===== src/rtl/program_loader.sv =====
// -----------------------------------------------------------------------------
// program_loader
//
// Boot-time controller that fills program memory from a byte stream (UART
// receiver, debug link, ...). While a load is in progress the core is held in
// reset through cpu_hold. Incoming bytes are packed little-endian into 32-bit
// words, each finished word is written to program memory in a single-cycle
// write strobe, and a trailing 8-bit checksum byte is verified: the modulo-256
// sum of all payload bytes plus the checksum byte must be zero.
//
// Parameters
//   PC_WIDTH   program-memory byte-address width; capacity = 2^(PC_WIDTH-2)
//              words
//   OPD_WIDTH  instruction word width; fixed at 32 (four bytes per word)
//
// Ports
//   clk         clock, all state updates on the rising edge
//   rst         asynchronous, active-high reset
//   start       one-cycle load request, sampled only while idle
//   len_words   number of words to load, sampled together with start
//   byte_valid  byte source has data
//   byte_data   byte payload
//   byte_ready  loader accepts a byte this cycle (transfer = valid & ready)
//   mem_w_en    program-memory write strobe, one cycle per word
//   mem_addr    word-aligned byte address (low two bits always 0)
//   mem_wdata   assembled instruction word
//   cpu_hold    core held in reset while high
//   busy        loader is not idle
//   done        one-cycle completion pulse
//   err         checksum or length error, sticky until the next accepted start
//
// All outputs are registered: every transition loads the output registers
// with the values belonging to the state being entered, so they are glitch
// free and change only on the clock edge (or immediately on reset).
// -----------------------------------------------------------------------------
module program_loader #(
  parameter int PC_WIDTH  = 8,
  parameter int OPD_WIDTH = 32
) (
  input  logic                 clk,
  input  logic                 rst,
  input  logic                 start,
  input  logic [PC_WIDTH-2:0]  len_words,
  input  logic                 byte_valid,
  input  logic [7:0]           byte_data,
  output logic                 byte_ready,
  output logic                 mem_w_en,
  output logic [PC_WIDTH-1:0]  mem_addr,
  output logic [OPD_WIDTH-1:0] mem_wdata,
  output logic                 cpu_hold,
  output logic                 busy,
  output logic                 done,
  output logic                 err
);

  typedef enum logic [2:0] {
    IDLE,
    RECV,
    WRITE,
    CHECK,
    DONE
  } state_t;

  // Largest legal len_words value (the full memory). It is representable in
  // the PC_WIDTH-1 bit length field, so one larger value can still be
  // requested and must be rejected.
  localparam logic [PC_WIDTH-2:0] CAPACITY = {1'b1, {(PC_WIDTH-2){1'b0}}};
  localparam logic [PC_WIDTH-2:0] LEN_ONE  = {{(PC_WIDTH-2){1'b0}}, 1'b1};

  state_t                state;
  logic [PC_WIDTH-2:0]   last_idx;   // index of the final word (len - 1)
  logic [PC_WIDTH-3:0]   word_idx;   // word currently being assembled
  logic [1:0]            byte_cnt;   // byte lane for the next transfer
  logic [OPD_WIDTH-1:0]  buffer;     // word under assembly
  logic [7:0]            sum;        // running modulo-256 sum of payload bytes

  logic                  xfer;
  logic [PC_WIDTH-2:0]   len_m1;
  logic [7:0]            sum_next;
  logic                  last_word;

  assign xfer      = byte_valid & byte_ready;
  assign len_m1    = len_words - LEN_ONE;
  assign sum_next  = sum + byte_data;
  assign last_word = ({1'b0, word_idx} == last_idx);

  // NOTE: every register in this block is assigned with <= so that all of
  // them update together from the values present before the clock edge;
  // a blocking assignment here would let later statements see the new value.
  always_ff @(posedge clk or posedge rst) begin
    if (rst) begin
      state      <= IDLE;
      last_idx   <= '0;
      word_idx   <= '0;
      byte_cnt   <= '0;
      buffer     <= '0;
      sum        <= '0;
      byte_ready <= 1'b0;
      mem_w_en   <= 1'b0;
      mem_addr   <= '0;
      mem_wdata  <= '0;
      cpu_hold   <= 1'b0;
      busy       <= 1'b0;
      done       <= 1'b0;
      err        <= 1'b0;
    end else begin
      // Single-cycle outputs fall back to zero unless the transition below
      // enters a state that drives them.
      mem_w_en  <= 1'b0;
      mem_addr  <= '0;
      mem_wdata <= '0;
      done      <= 1'b0;

      case (state)
        IDLE: begin
          if (start) begin
            if (len_words == '0) begin
              // Empty load: report completion without touching memory.
              state    <= DONE;
              err      <= 1'b0;
              done     <= 1'b1;
              cpu_hold <= 1'b1;
              busy     <= 1'b1;
            end else if (len_words > CAPACITY) begin
              // Rejected without ever holding the core or leaving idle.
              err  <= 1'b1;
              done <= 1'b1;
            end else begin
              state      <= RECV;
              last_idx   <= len_m1;
              word_idx   <= '0;
              byte_cnt   <= '0;
              buffer     <= '0;
              sum        <= '0;
              err        <= 1'b0;
              byte_ready <= 1'b1;
              cpu_hold   <= 1'b1;
              busy       <= 1'b1;
            end
          end
        end

        RECV: begin
          if (xfer) begin
            buffer[{byte_cnt, 3'b000} +: 8] <= byte_data;
            sum                             <= sum_next;
            // The two-bit counter wraps to lane 0 after the fourth byte.
            byte_cnt                        <= byte_cnt + 2'd1;
            if (byte_cnt == 2'd3) begin
              // The top lane is not in buffer yet, so the write data is
              // built from the byte arriving now.
              state      <= WRITE;
              byte_ready <= 1'b0;
              mem_w_en   <= 1'b1;
              mem_addr   <= {word_idx, 2'b00};
              mem_wdata  <= {byte_data, buffer[23:0]};
            end
          end
        end

        WRITE: begin
          byte_ready <= 1'b1;
          byte_cnt   <= '0;
          if (last_word) begin
            state <= CHECK;
          end else begin
            state    <= RECV;
            word_idx <= word_idx + 1'b1;
          end
        end

        CHECK: begin
          if (xfer) begin
            state      <= DONE;
            byte_ready <= 1'b0;
            done       <= 1'b1;
            err        <= (sum_next != 8'h00);
          end
        end

        DONE: begin
          state    <= IDLE;
          cpu_hold <= 1'b0;
          busy     <= 1'b0;
        end

        default: begin
          state      <= IDLE;
          byte_ready <= 1'b0;
          cpu_hold   <= 1'b0;
          busy       <= 1'b0;
        end
      endcase
    end
  end

endmodule


===== config.mk =====
export PLATFORM = sky130hd
export DESIGN_NAME = program_loader
export DESIGN_NICKNAME = d
export VERILOG_FILES = /design/src/rtl/program_loader.sv
export SDC_FILE = /design/constraint.sdc
export NUM_CORES = 1
export LEC_CHECK = 0
export ABC_AREA = 1
export CELL_PAD_IN_SITES_DETAIL_PLACEMENT = 0
export CELL_PAD_IN_SITES_GLOBAL_PLACEMENT = 1
export CORE_AREA = 2 2 97 99
export DETAILED_ROUTE_END_ITERATION = 8
export DIE_AREA = 0 0 99 101
export DONT_BUFFER_PORTS = 1
export PLACE_DENSITY_LB_ADDON = 0.1
export SETUP_SLACK_MARGIN = 0.4
export SYNTH_ARGS = -nofsm -noshare
export SYNTH_HDL_FRONTEND = slang
export SYNTH_SLANG_ARGS = --single-unit

===== constraint.sdc =====
create_clock -name clk -period 9 [get_ports clk]
set_clock_uncertainty 0.05 [all_clocks]
set_input_delay 2.25 -clock clk [delete_from_list [all_inputs] [get_ports clk]]
set_output_delay 2.25 -clock clk [all_outputs]
set_load 0.005 [all_outputs]

* Yosys cells after proc, flatten, opt, wreduce, memory -nomap -nowiden *
Cells that the tools add are included.

cells by class
  add/sub/neg operators = 5
  muxes and demuxes = 57
  reduce and logical (&&, ||, !) cells = 16
  bitwise logic cells = 5
  $lt $le $gt $ge = 1
  eq/ne operators = 14
  shift-type cells = 2

operators by type and width
  kind                                                                     number
  32-bit 2-to-1 mux                                                        7
  32-bit case mux with 2 select lines                                      1
  8-bit 2-to-1 mux                                                         7
  32-bit bitwise mux                                                       1
  8-bit by 7-bit variable shift with 32-bit output (first input constant)  1
  8-bit by 7-bit indexed part select with 32-bit output                    1
  6-bit 2-to-1 mux                                                         4
  5-bit AND reduction                                                      4
  1-bit 2-to-1 mux                                                         18
  3-bit 2-to-1 mux                                                         6
  8-bit case mux with 2 select lines                                       1
  2-bit != test (second input constant)                                    7
  3-bit case mux with 4 select lines                                       1
  6-bit case mux with 2 select lines                                       1
  2-bit 2-to-1 mux                                                         5
  8-bit adder                                                              1
  8-bit nonzero test                                                       1
  6-bit by 7-bit equality test with 1-bit output                           1
  7-bit > comparator (second input constant)                               1
  7-bit zero test                                                          1
  5-bit negator with 7-bit output                                          1
  7-bit AND reduction                                                      1
  7-bit by 1-bit subtractor with 7-bit output (second input constant)      1
  6-bit by 1-bit adder with 6-bit output (second input constant)           1
  17 further kinds                                                         26

storage, ports and cells
  word-level logic and storage cells = 113
  output and inout bits = 46
  flip-flop bits (word level) = 103

* Logic depth before layout (Yosys ltp) *
  depth in word-level cells = 5
  depth in mapped cells = 12
  mapped depth without buffers = 11

* Worst setup path after synthesis *
No wires, ideal clock.

  kind = in2reg
  start point = input port len_words[0]
  end point = register buffer[2]
  path buffers = 1
  path slack = 5.334 ns
  data required time = 8.824 ns
  cell stages on the path = 10
  arrival = 3.490 ns
  library setup time = 0.126 ns
  cells stage by stage = inv_1 > ha_1 > nand2_1 > nor2_1 > nand2_1 > nor2_1 > nor2_4 > nand3b_1 > buf_2 > o21ai_0

between the ends
  word-level cells in the longest chain between the ends = 3
  elaborated cells between the ends (all ways) = 5
  those cells by class = order compare: 1; eq/ne: 2; reduce/logical: 2

RTL lines
  element                                                line      text
  start, declared                                        43        input logic [PC_WIDTH-2:0] len_words,
  7-bit > comparator or 7-bit zero test (tied branches)  124, 117
  2-bit != test (no source line)                         -
  5-bit AND reduction (no source line) (*)               -
  end signal, assigned by index                          145       buffer[{byte_cnt, 3'b000} +: 8] <= byte_data;
  end, declared                                          74        logic [OPD_WIDTH-1:0] buffer;

Mark *: on every way between the ends. The rest lies on a longest branch, timed or not.
A chain may end at the register's enable or synchronous reset.

* Final worst setup path *
  start point = input port len_words[0]
  end point = register sum[7]

between the ends
  word-level cells in the longest chain between the ends = 3
  elaborated cells between the ends (all ways) = 5
  those cells by class = order compare: 1; eq/ne: 2; reduce/logical: 2

RTL lines
  element                                                line      text
  7-bit > comparator or 7-bit zero test (tied branches)  124, 117
  2-bit != test (no source line)                         -
  5-bit AND reduction (no source line) (*)               -
  end signal, assigned                                   146       sum <= sum_next;
  end, declared                                          75        logic [7:0] sum;

Marked as above.

==> impl_metrics.ini <==
[route]
avgRoutedWirePerCell_um = 13.95
antenna_left = 0
drtPass1Iterations = 4
drtIter0Drc = 164
vias_per_cell = 4.987
dr_total_vias = 3092
remaining_drc_errors = 0
finalWirelength_um = 8652

[global_route]
grt_pass1_vias = 2965
grt_pass1_wl_um = 14850
grt_max_degree = 49
grt_util_all_layers_pct = 18.91
antenna_found_initial = 0
overflow = 0

[sta]
tightest_slew_ps = 886.0
setup_viol = 0
layout_min_cycle_time_ps = 3689
hold_viol = 0
rsz0062_at_grt = false
maxSlewViolCount = 0
fmax_mhz = 271.1
setup-tns-final_ps = 0
maxSlewHeadroom_pct = 40.48
fin_hold_ws_ps = 422.4
fin_crit_sh_pct = 40.99

[logic_synthesis]
syn_inst = 507
yosysWarnings = 0
yosysTopAreaCellShare_pct = 52.93
synth_area_leaders = dfrtp_1, nand2_1, inv_1, nand3_1, o21ai_0
synth_cell_types = 32
seq_area_frac_synth_pct = 52.93
avgSynthCellArea_um2 = 8.672
syn_area_um2 = 4397
ys_ff_latch = 93
yosys.area.top_type = dfrtp_1

[worst_hold_path]
hp-start = last_idx[6]$_DFFE_PP0P_
hold_class = flop to flop
min_path_cells = 2
hold-path-endpoint = last_idx[6]$_DFFE_PP0P_

[clock_network]
cts_resized = 0
path_clk_slew_ps = 90
cts.sinks = 93
cts-htree-levels = 3
numCtsBuffers = 9
cts_setup_buffers = 0
clock_path_buffers = 2
cts_root_buffer = clkbuf_8
clk_latency_ps = 360
hold_buffers = 0
cts_tree = built

[pwr]
ir_drop_mv = 0.1861
power-per-cell-area_nw_per_um2 = 287.5
leakagePower_nw = 2.234

[floorplanning]
core-area_um2 = 8977
dieArea_um2 = 9999
die_width_um = 99
die_y_um = 101
initial_utilization_pct = 48.98
pin_count = 65
rows = 35

[run_status]
status = completed

[placement]
portBuffers = 0
place.gp.congestion = 0.8487
place_area_um2 = 4447
dp_hpwl_um = 6237

[final_layout]
final_cell_mix = nand2_1, dfrtp_1, inv_1
diodes = 0
layout-drive-gt1-share_pct = 11.20
layout_commonest_cell = nand2_1
finalNetCount = 537
n_fill_cell = 875
area_growth_pct = 5.606
final_area_um2 = 4643

[setup_path]
r2r-end = buffer[5]$_DFFE_PP0P_
cp_data_arrival_time_ps = 3860
crit_type = input port to flop
end_kind = flop
reg2reg_depth = 7
cp_max_fo = 21
r2r_slack_ps = 6740
r2r_start = state[2]$_DFFE_PP0P_
critPathLaunchType = input port
cp.required_ps = 9180

[flow_run]
maxCapViolCount = 0
final cells by class:
cell class,instances,area [µm²],area share [%]
well taps,111,138.9,2.991
clock buffers,10,127.6,2.749
repair buffers,1,7.507,0.1617
flip-flops and latches,93,2327,50.12
inverters,74,281.5,6.063
multi-input cells,325,1692,36.43
clock inverters,6,68.82,1.482
synthesized netlist by cell type, drive strengths merged:
cell	number
nand2	120
nand3b	3
or2	1
o211ai	4
nor2	62
nor3	5
clkbuf	4
nor3b	1
dfrtp	93
a31oi	1
inv	74
o22ai	2
buf	12
nand3	43
xnor2	3
a21o	1
fa	1
ha	13
xor2	5
conb	1
o21ai	46
nand4	7
a21oi	5
metrics by stage:
stage	utilization, %	power, W	setup WS, ps	instances
floorplan	-	0.0009773	4280	508
global placement	49.53	0.001058	5029	604
detailed placement	49.53	0.001068	4940	604
CTS	51.72	0.001349	5305	620
global route	51.72	0.001454	5027	620
finish	51.72	0.001335	5311	620
flip-flops by register name, summed over array words and instances, names as in the netlist:
signal	cells
mem_wdata	32
buffer	24
sum	8
last_idx	7
mem_addr	6
word_idx	6
state	3
byte_cnt	2
busy	1
byte_ready	1
done	1
err	1
mem_w_en	1
metal layers:
| layer | global-route usage, % | vias to the layer above | part of all wire, % |
|---|---|---|---|
| met1 | 26.60 | 1425 | 48 |
| met2 | 29.21 | 72 | 46 |
| met4 | 6.428 | 0 | 1.3 |
| met5 | 0 | - | 0 |
| li1 | - | 1583 | - |
| met3 | 4.022 | 12 | 5.5 |
logic make-up after synthesis:
family | share of synthesized area [%]
AND/OR/NAND/NOR | 25.24
flip-flops | 52.93
buffers and inverters | 8.679
AO/OA/AOI/OAI | 7.313
adder cells (fa/ha/maj) | 4.155
XOR/XNOR | 1.594
other | 0.08529
power by group:
part | switching [W] | total [W] | leakage (nW) | internal (W)
clock network | 0.000149 | 0.000280 | 0.0973 | 0.000131
logic | 0.000351 | 0.000500 | 0.873 | 0.000149
registers | 0.0000594 | 0.000556 | 1.26 | 0.000496
total | 0.000559 | 0.00134 | 2.23 | 0.000776
worst max-delay path, stage by stage:
cell	delay, ps
inv_1	60
ha_1	200
nand4_1	140
nand2_1	170
nand4_1	640
nand3_1	290
o21ai_0	120
how the worst max path moves through the flow:
stage / startpoint / to / slack, ps / cells past startpoint
after CTS: len_words[0] / sum[4]$_DFFE_PP0P_ / 5300 / 7
after global placement: len_words[0] / sum[6]$_DFFE_PP0P_ / 5030 / 7
after floorplan: rst / buffer[0]$_DFFE_PP0P_ / 4280 / 1
final: len_words[0] / sum[7]$_DFFE_PP0P_ / 5310 / 7
after global routing: len_words[0] / sum[4]$_DFFE_PP0P_ / 5030 / 7
after detailed placement: len_words[0] / sum[7]$_DFFE_PP0P_ / 4940 / 7
(Power assumes the default switching activity.)
